## config.mk

```make
export PLATFORM = sky130hd
export DESIGN_NAME = instruction_fetch_unit
export DESIGN_NICKNAME = d
export VERILOG_FILES = /design/src/rtl/instruction_fetch_unit.sv
export SDC_FILE = /design/constraint.sdc
export NUM_CORES = 1
export LEC_CHECK = 0
export ABC_CLOCK_PERIOD_IN_PS = 4400
export CAP_MARGIN = 20
export CORE_MARGIN = 4
export CORE_UTILIZATION = 44
export DETAILED_ROUTE_END_ITERATION = 8
export GPL_TIMING_DRIVEN = 0
export PLACE_DENSITY = 0.77
export SETUP_SLACK_MARGIN = 0.2
export SLEW_MARGIN = 20
export SYNTH_ARGS = -nofsm -noshare
export SYNTH_HDL_FRONTEND = slang
export SYNTH_SLANG_ARGS = --single-unit
```

## constraint.sdc

```tcl
create_clock -name clk -period 4.4 [get_ports clk]
set_clock_uncertainty 0.15 [all_clocks]
set_input_delay 0.44 -clock clk [delete_from_list [all_inputs] [get_ports clk]]
set_output_delay 0.44 -clock clk [all_outputs]
set_load 0.1 [all_outputs]
```

## src/rtl/instruction_fetch_unit.sv

```systemverilog
// Instruction fetch unit: owns the PC, fetches words over a req/ack handshake
// into a small FIFO and presents the head instruction, its PC, PC+4 and
// opcode to decode. Redirects flush the FIFO and kill any in-flight fetch.
module instruction_fetch_unit #(
  parameter int unsigned                DATA_WIDTH = 32,
  parameter logic [DATA_WIDTH-1:0]      RESET_PC   = 32'h0040_0000,
  parameter int unsigned                DEPTH      = 2
) (
  input  logic                  clk,
  input  logic                  reset,
  output logic                  imem_req_o,
  output logic [DATA_WIDTH-1:0] imem_addr_o,
  input  logic                  imem_ack_i,
  input  logic [DATA_WIDTH-1:0] imem_rdata_i,
  input  logic                  redirect_i,
  input  logic [DATA_WIDTH-1:0] redirect_pc_i,
  output logic                  instr_valid_o,
  input  logic                  instr_ready_i,
  output logic [DATA_WIDTH-1:0] instr_o,
  output logic [DATA_WIDTH-1:0] instr_pc_o,
  output logic [DATA_WIDTH-1:0] pc_plus4_o,
  output logic [5:0]            opcode_o
);

  localparam int unsigned AW = (DEPTH > 1) ? $clog2(DEPTH) : 1;
  localparam int unsigned CW = AW + 1;

  typedef enum logic {
    S_FETCH   = 1'b0,
    S_DISCARD = 1'b1
  } state_t;

  state_t                r_state;
  logic                  r_req;
  logic [DATA_WIDTH-1:0] r_fetch_pc;
  logic [AW-1:0]         r_rd_ptr;
  logic [AW-1:0]         r_wr_ptr;
  logic [CW-1:0]         r_count;
  logic [DATA_WIDTH-1:0] r_mem_instr [DEPTH];
  logic [DATA_WIDTH-1:0] r_mem_pc    [DEPTH];

  logic                  w_valid;
  logic                  w_push;
  logic                  w_pop;
  logic                  w_room;
  logic [CW-1:0]         w_count_nxt;
  logic [DATA_WIDTH-1:0] w_redir_pc;

  assign w_valid    = (r_count != '0);
  assign w_redir_pc = redirect_pc_i & ~DATA_WIDTH'(3);
  // ack only counts while a request is actually presented in FETCH
  assign w_push     = (r_state == S_FETCH) && r_req && imem_ack_i && !redirect_i;
  assign w_pop      = w_valid && instr_ready_i && !redirect_i;

  // Occupancy after this cycle's push/pop; the outstanding request reserves a slot
  always_comb begin
    w_count_nxt = r_count + CW'(w_push) - CW'(w_pop);
    w_room      = (w_count_nxt < CW'(DEPTH));
  end

  // Fetch FSM, PC, request and FIFO pointers
  always_ff @(posedge clk or posedge reset) begin
    if (reset) begin
      r_state    <= S_FETCH;
      r_req      <= 1'b0;
      r_fetch_pc <= RESET_PC;
      r_rd_ptr   <= '0;
      r_wr_ptr   <= '0;
      r_count    <= '0;
    end else if (redirect_i) begin
      r_rd_ptr   <= '0;
      r_wr_ptr   <= '0;
      r_count    <= '0;
      r_fetch_pc <= w_redir_pc;
      case (r_state)
        S_FETCH: begin
          if (r_req && !imem_ack_i) begin
            r_state <= S_DISCARD;
            r_req   <= 1'b0;
          end else begin
            r_state <= S_FETCH;
            r_req   <= 1'b1;
          end
        end
        default: begin
          // A redirect landing on the killed request's ack has nothing left
          // to wait for, so fetch restarts at the new PC straight away.
          if (imem_ack_i) begin
            r_state <= S_FETCH;
            r_req   <= 1'b1;
          end else begin
            r_state <= S_DISCARD;
            r_req   <= 1'b0;
          end
        end
      endcase
    end else begin
      r_count <= w_count_nxt;
      if (w_push) begin
        r_wr_ptr   <= r_wr_ptr + AW'(1);
        r_fetch_pc <= r_fetch_pc + DATA_WIDTH'(4);
      end
      if (w_pop) begin
        r_rd_ptr <= r_rd_ptr + AW'(1);
      end
      case (r_state)
        S_FETCH: begin
          r_req <= (r_req && !imem_ack_i) || w_room;
        end
        default: begin
          if (imem_ack_i) begin
            r_state <= S_FETCH;
            r_req   <= w_room;
          end else begin
            r_req   <= 1'b0;
          end
        end
      endcase
    end
  end

  // FIFO storage; contents are masked by the count, so no reset is needed
  always_ff @(posedge clk) begin
    if (w_push) begin
      r_mem_instr[r_wr_ptr] <= imem_rdata_i;
      r_mem_pc[r_wr_ptr]    <= r_fetch_pc;
    end
  end

  assign imem_req_o    = r_req;
  assign imem_addr_o   = r_fetch_pc;
  assign instr_valid_o = w_valid;
  assign instr_o       = w_valid ? r_mem_instr[r_rd_ptr] : '0;
  assign instr_pc_o    = w_valid ? r_mem_pc[r_rd_ptr] : '0;
  assign pc_plus4_o    = instr_pc_o + DATA_WIDTH'(4);
  assign opcode_o      = instr_o[DATA_WIDTH-1 -: 6];

endmodule

```

Word-level counts from Yosys, hierarchy flattened
Memories as Yosys holds them, arrays and structs flattened.
Cells that the tools add are included.
{"block": "totals", "regBits": 38, "ramBits": 128, "input_bits": 69, "output_inout_bits": 136, "elab_cells": 50, "mem_count": 2}
{"memory": "r_mem_instr", "words": 2, "width": 32, "rd": 1, "rd_ports_with_merged_regs": 0, "wr": 1, "line_no": "39", "source": "logic [DATA_WIDTH-1:0] r_mem_instr [DEPTH];"}
{"memory": "r_mem_pc", "words": 2, "width": 32, "rd": 1, "rd_ports_with_merged_regs": 0, "wr": 1, "line_no": "40", "source": "logic [DATA_WIDTH-1:0] r_mem_pc [DEPTH];"}
{"block": "classes", "addsub": 6, "n_lt_le_gt_ge": 1, "muxes": 22, "bitwise_logic": 1, "n_reduce_logical": 12}
{"cell": "$mux W32", "n": 4}
{"cell": "$add A32 B3 Y32 const B", "n": 2}
{"cell": "$mux W1", "n": 17}
{"cell": "$logic_and A1 B1 Y1", "n": 6}
{"cell": "$reduce_bool A2 Y1", "n": 3}
{"cell": "$add A1 B1 Y1 const B", "n": 2}
{"cell": "$add A2 B1 Y2", "n": 1}
{"cell": "$logic_not A1 Y1", "n": 2}
{"cell": "$lt A2 B2 Y1 const B", "n": 1}
{"cell": "$mux W2", "n": 1}
{"cell": "$sub A2 B1 Y2", "n": 1}
{"cell": "$logic_or A1 B1 Y1", "n": 1}
{"cell": "$not A1 Y1", "n": 1}

Longest topological paths before layout
{"block": "depth", "ltp_word": 10, "mapped_depth": 12, "ltp_nobuf": 11}

Worst setup path after synthesis
OpenSTA, ideal clock, no wires.
{"block": "synth_timing", "path_kind": "flip-flop to output port", "start": "register r_count[1]", "end": "output port pc_plus4_o[22]", "arrival_ns": 5.093, "t_required_ns": 3.810, "slack_ns": -1.283, "path_stages_with_launch": 12, "path_buffers": 4, "path_cell_list": "dfrtp_1 -> nor2_2 -> buf_2 -> buf_2 -> buf_2 -> buf_2 -> nor2_1 -> ha_1 -> nor4b_1 -> nand4_2 -> nor3_2 -> xor2_1"}
{"block": "synth_via", "elab_chain_len": 3}
{"element": "start, declared", "line_no": "38", "source": "logic [CW-1:0] r_count;"}
{"element": "start signal, assigned", "line_no": "98", "source": "r_count <= w_count_nxt;"}
{"element": "$reduce_bool A2 Y1", "line_no": "49", "source": "assign w_valid = (r_count != '0);"}
{"element": "$mux W32", "line_no": "134", "source": "assign instr_pc_o = w_valid ? r_mem_pc[r_rd_ptr] : '0;"}
{"element": "named net instr_pc_o[3]", "line_no": "20", "source": "output logic [DATA_WIDTH-1:0] instr_pc_o,"}
{"element": "$add A32 B3 Y32", "line_no": "135", "source": "assign pc_plus4_o = instr_pc_o + DATA_WIDTH'(4);"}
{"element": "end, declared", "line_no": "21", "source": "output logic [DATA_WIDTH-1:0] pc_plus4_o,"}
The timed path passes the listed nets, and every way through them passes these cells.

Worst setup path in the final report
{"block": "layout_timing", "start": "register r_rd_ptr", "end": "output port opcode_o[1]"}
{"block": "layout_via", "elab_chain_len": 2}
{"element": "start, declared", "line_no": "36", "source": "logic [AW-1:0] r_rd_ptr;"}
{"element": "start signal, assigned", "line_no": "104", "source": "r_rd_ptr <= r_rd_ptr + AW'(1);"}
{"element": "$mem_v2 Z2 W32"}
{"element": "$mux W32", "line_no": "133", "source": "assign instr_o = w_valid ? r_mem_instr[r_rd_ptr] : '0;"}
{"element": "end, declared", "line_no": "22", "source": "output logic [5:0] opcode_o"}
No other way between the ends.

==> results list <==
- The synthesized design spends more area on one cell type than any other, namely sky130_fd_sc_hd__edfxtp_1.
- Cell area after layout: 0.01078 mm^2
* Number of clock buffers inserted by TritonCTS: 17
* Hold crit path type: input port to async pin
* Source-to-sink clock delay at the later pin of the worst-skew pair: 0.43 ns
- For this run, the leading register cell type out of synthesis is sky130_fd_sc_hd__edfxtp_1.
- The first detailed-routing pass ran for 5 iterations.
- Sequential element share of the synthesized area: between 60% and 70%
* Worst hold margin: approximately 0.31 ns
- Number of antenna repair diodes: 0
- Post-route ant nets: 0
- In the final design database the tool counted 895 nets.
* Synthesized instance count: between 500 and 600
- Across the VDD grid, the largest voltage drop is ~370 uV.
- Of the total power, the clock network draws about a quarter.
- Number of placed I/O pins: approximately 210
* Global-route wire length before repair: 30020 um
- After synthesis, the cell types taking the most area are sky130_fd_sc_hd__edfxtp_1, sky130_fd_sc_hd__dfrtp_1, sky130_fd_sc_hd__mux2i_1.
* Max capacitance violation total: 0
* Min Clock Period, post-route: between 4 and 5 ns
* Least-Margin Pin Slew: between 1 and 1.5 ns
- List of cells traversed by the critical path: buf_6 -> buf_12 -> buf_6 -> buf_2 -> buf_2 -> mux2i_1 -> nor2_1 -> buf_4 -> clkdlybuf4s50_1
* Max FO, Critical Path: 10
- Iter 0 DRT Violations: around 340
* Async set-or-reset flop fraction in the synthesized netlist: between 20 and 25%
- Counting distinct cell types in the post-synthesis netlist gives 45.
* GRT Residual Overflow: 0
- The HPWL after detailed placement is approximately 15000 um.
* CTS root buffer: sky130_fd_sc_hd__clkbuf_16
- Die Footprint: just under 0.02 mm^2
- Cell with the largest stage delay on the worst path: sky130_fd_sc_hd__clkdlybuf4s50_1
- Top-area cell type share of the netlist area: slightly below 50%
- The count of buffers added on input and output ports is slightly below 200.
- For this run, design rule violations remaining after detail routing come to 0.
- Kind of critical path: register to output port
- Compared with the post-synthesis result, the final layout area differs by 42.46%.
- Synthesis-stage register bit count: 160
* Effective utilization at floorplan: between 40% and 50%
* Rows: 47
- Mean cell area of the mapped netlist: around 13 um^2
* Height of the die: between 100 and 150 um
* Kind of end point of the critical path: output port
- Delay of the slowest cell on the worst path: 1.12 ns
- Routed wirelength normalized by instance count: 18.23 um
* Post-CTS setup-driven buffer insertion count: 0
- Final TNS setup: 0 ns
- Of the cells placed in the final design, the portion with a size suffix greater than 1 is between 15 and 20%.
- The internal portion of the total power is roughly 3.1 mW.
* Via count: 5429
- Maximum operating frequency: approximately 250 MHz
- DP Area: approximately 0.01 mm^2
- The via count of the first global-routing pass is around 5500.
- Final setup violation count: 0
* Clock tree from TritonCTS: yes
- Using the TritonRoute via totals, the vias-per-cell ratio works out to 5.146.
* Period Utilization, post-route: 92.29%
* Max Slew Vio Count: 0
* Pin count of the biggest net entering global routing: 37
- The share of total power dissipated in combinational logic is 41.7%.
- For the worst setup path, the data required time is between 3 and 4 ns.
* Kind of start point of the critical path: register
- Number of antenna violations at the first check in global routing: 0
- Horizontal die dimension: 139.1 um
* Core Area: approximately 0.017 mm^2
- Summing every instance area after synthesis gives about 0.0076 mm^2.
- RSZ-0062 raised after global routing: false
- Routability congestion estimate: 0.8870
- Synthesis warning total: 0
- Power spread over the standard cell area amounts to ~520 mW/mm^2.
- Reg power frac: 32.1%
* Leakage power summed over all cells: just under 4 nW
- Maximum buffer depth of the clock tree: 2
- The clock net in this run drives a total of 160 sinks.
- Post-Route WL: slightly below 20000 um
- Slew HR: 29.43%
- The number of endpoints with negative hold slack in the final report came to 0.
- Arrival time worst endpoint: 3.47 ns
- Clock-pin slew was measured on the worst setup and hold paths at 0.07 ns.
- For this run, the total global-route usage over all layers was measured as around a fifth.
- The H-tree was split into 4 levels.
- Status: finished clean
- The synthesized design contains 124 enable-type register cells.
- The analysis attributes to net switching a power of 2.522 mW.
- Switching share of total power: between 40% and 50%
[synth_stat cells, types with 2 or more instances]
cell type                    n
sky130_fd_sc_hd__buf_12      2
sky130_fd_sc_hd__a211oi_1    3
sky130_fd_sc_hd__xnor2_1    17
sky130_fd_sc_hd__nand3b_4    2
sky130_fd_sc_hd__buf_6       3
sky130_fd_sc_hd__nand3_1    20
sky130_fd_sc_hd__o21ai_0    31
sky130_fd_sc_hd__nor4_1      4
sky130_fd_sc_hd__nor3_2      5
sky130_fd_sc_hd__and2_1      4
sky130_fd_sc_hd__or2_2       3
sky130_fd_sc_hd__nor4_2      3
sky130_fd_sc_hd__edfxtp_1  124
sky130_fd_sc_hd__dfrtp_1    35
sky130_fd_sc_hd__and3_1      7
sky130_fd_sc_hd__clkbuf_1    9
sky130_fd_sc_hd__mux2i_1    61
sky130_fd_sc_hd__ha_1        4
sky130_fd_sc_hd__a211oi_2    5
sky130_fd_sc_hd__and4_1      2
sky130_fd_sc_hd__mux2_2      3
sky130_fd_sc_hd__inv_1      13
sky130_fd_sc_hd__buf_4      12
sky130_fd_sc_hd__xor2_1     44
sky130_fd_sc_hd__nor3_1      8
sky130_fd_sc_hd__nand2_1    45
sky130_fd_sc_hd__buf_2      14
sky130_fd_sc_hd__nor2_1     76
sky130_fd_sc_hd__nand4_1    16
sky130_fd_sc_hd__nand3b_1    6
sky130_fd_sc_hd__nand4_2     2
[flip-flops by register name, indices dropped and copies added, names as in the netlist]
name / count
imem_addr_o: 30
r_mem_pc: 60
r_wr_ptr: 1
imem_req_o: 1
r_state: 1
r_rd_ptr: 1
r_mem_instr: 64
r_count: 2
[path summary, 6_finish.rpt]
check,cells after the start,from,to,slack [ns]
worst min register to register,1,r_state,imem_req_o,0.37
worst max register to register,12,r_count[0],imem_req_o,1.61
max in group asynchronous,2,reset,imem_addr_o[3],3.30
worst min-delay path,2,reset,imem_addr_o[25],0.31
worst max-delay path,9,r_rd_ptr,opcode_o[1],0.34
min in group clk,1,r_state,imem_req_o,0.37
[what timing repair did]
action | CTS | global route
hold buffers | 0 | 0
gates resized for setup | 42 | 13
hold endpoints to repair | 0 | 0
setup endpoints to repair | 20 | 9
pin swaps | 0 | 0
[layout by cell type (no fill, tap or decap), types with 8 or more instances in the layout]
cell type and count:
sky130_fd_sc_hd__clkdlybuf4s50_1 171, sky130_fd_sc_hd__edfxtp_1 124, sky130_fd_sc_hd__mux2i_1 61, sky130_fd_sc_hd__nor2_1 53, sky130_fd_sc_hd__nand2_1 45, sky130_fd_sc_hd__xor2_1 41
sky130_fd_sc_hd__dfrtp_1 35, sky130_fd_sc_hd__o21ai_0 31, sky130_fd_sc_hd__nand3_1 19, sky130_fd_sc_hd__clkbuf_16 19, sky130_fd_sc_hd__nor2_2 17, sky130_fd_sc_hd__nand4_1 16
sky130_fd_sc_hd__xnor2_1 14, sky130_fd_sc_hd__buf_2 12, sky130_fd_sc_hd__buf_4 12, sky130_fd_sc_hd__inv_1 11, sky130_fd_sc_hd__clkdlybuf4s15_2 9, sky130_fd_sc_hd__clkbuf_1 8
[logic make-up after synthesis]
| family | count (synthesis) | synth area share, % |
|---|---|---|
| flops | 160 | 61.16 |
| mux | 64 | 8.519 |
| buf+inv | 54 | 4.235 |
| fa+ha+maj | 4 | 0.6617 |
| simple gates | 211 | 14.71 |
| other cells | 1 | 0.04958 |
| compound gates | 42 | 3.606 |
| xor+xnor | 61 | 7.064 |
[worst max-delay path, delay by kind of cell, from the launching register on]
kind / cells / cell delay, ns
multiplexers: 1 / 0.12
flip-flops: 1 / 0.34
AND/OR/NAND/NOR: 1 / 0.14
buffers and inverters: 7 / 2.43
[layer usage]
metal	global-route usage (%)	vias to the layer above	wire, um	part of all wire (%)
met2	33.42	222	9499	49
met4	6.797	0	310	1.6
met1	25.78	2609	8246	43
met5	0	-	0	0
li1	-	2576	-	-
met3	3.759	22	1172	6.1
[layout make-up]
class,count,area [um^2]
Clock buffer,19,475.5
Buffer,41,306.5
Sequential cell,160,4626
Clock inverter,13,130.1
Inverter,13,52.55
Timing Repair Buffer,201,2079
Multi-Input combinational cell,388,2830
Tap cell,220,275.3
Fill cell,1230,5926
[through the flow]
stage	util [%]	worst slack [ns]	power [mW]	std cells
6_report	64.52	0.3394	5.638	1055
3_3_place_gp	60.10	-1.758	4.180	1018
4_1_cts	64.56	0.003190	5.681	1055
3_5_place_dp	60.92	0.1952	4.214	1023
5_1_grt	64.52	0.2214	5.828	1055
2_1_floorplan	-	-0.5564	3.643	602
[power groups by stage]
stage	Clock (mW)	Combinational (mW)	Sequential, mW
finish	1.48	2.35	1.81
floorplan	0	1.62	2.03
global placement	0	2.34	1.84
CTS	1.51	2.37	1.81
global route	1.58	2.43	1.82
detailed placement	0	2.38	1.84
No activity file was read; power rests on OpenSTA's default activity.
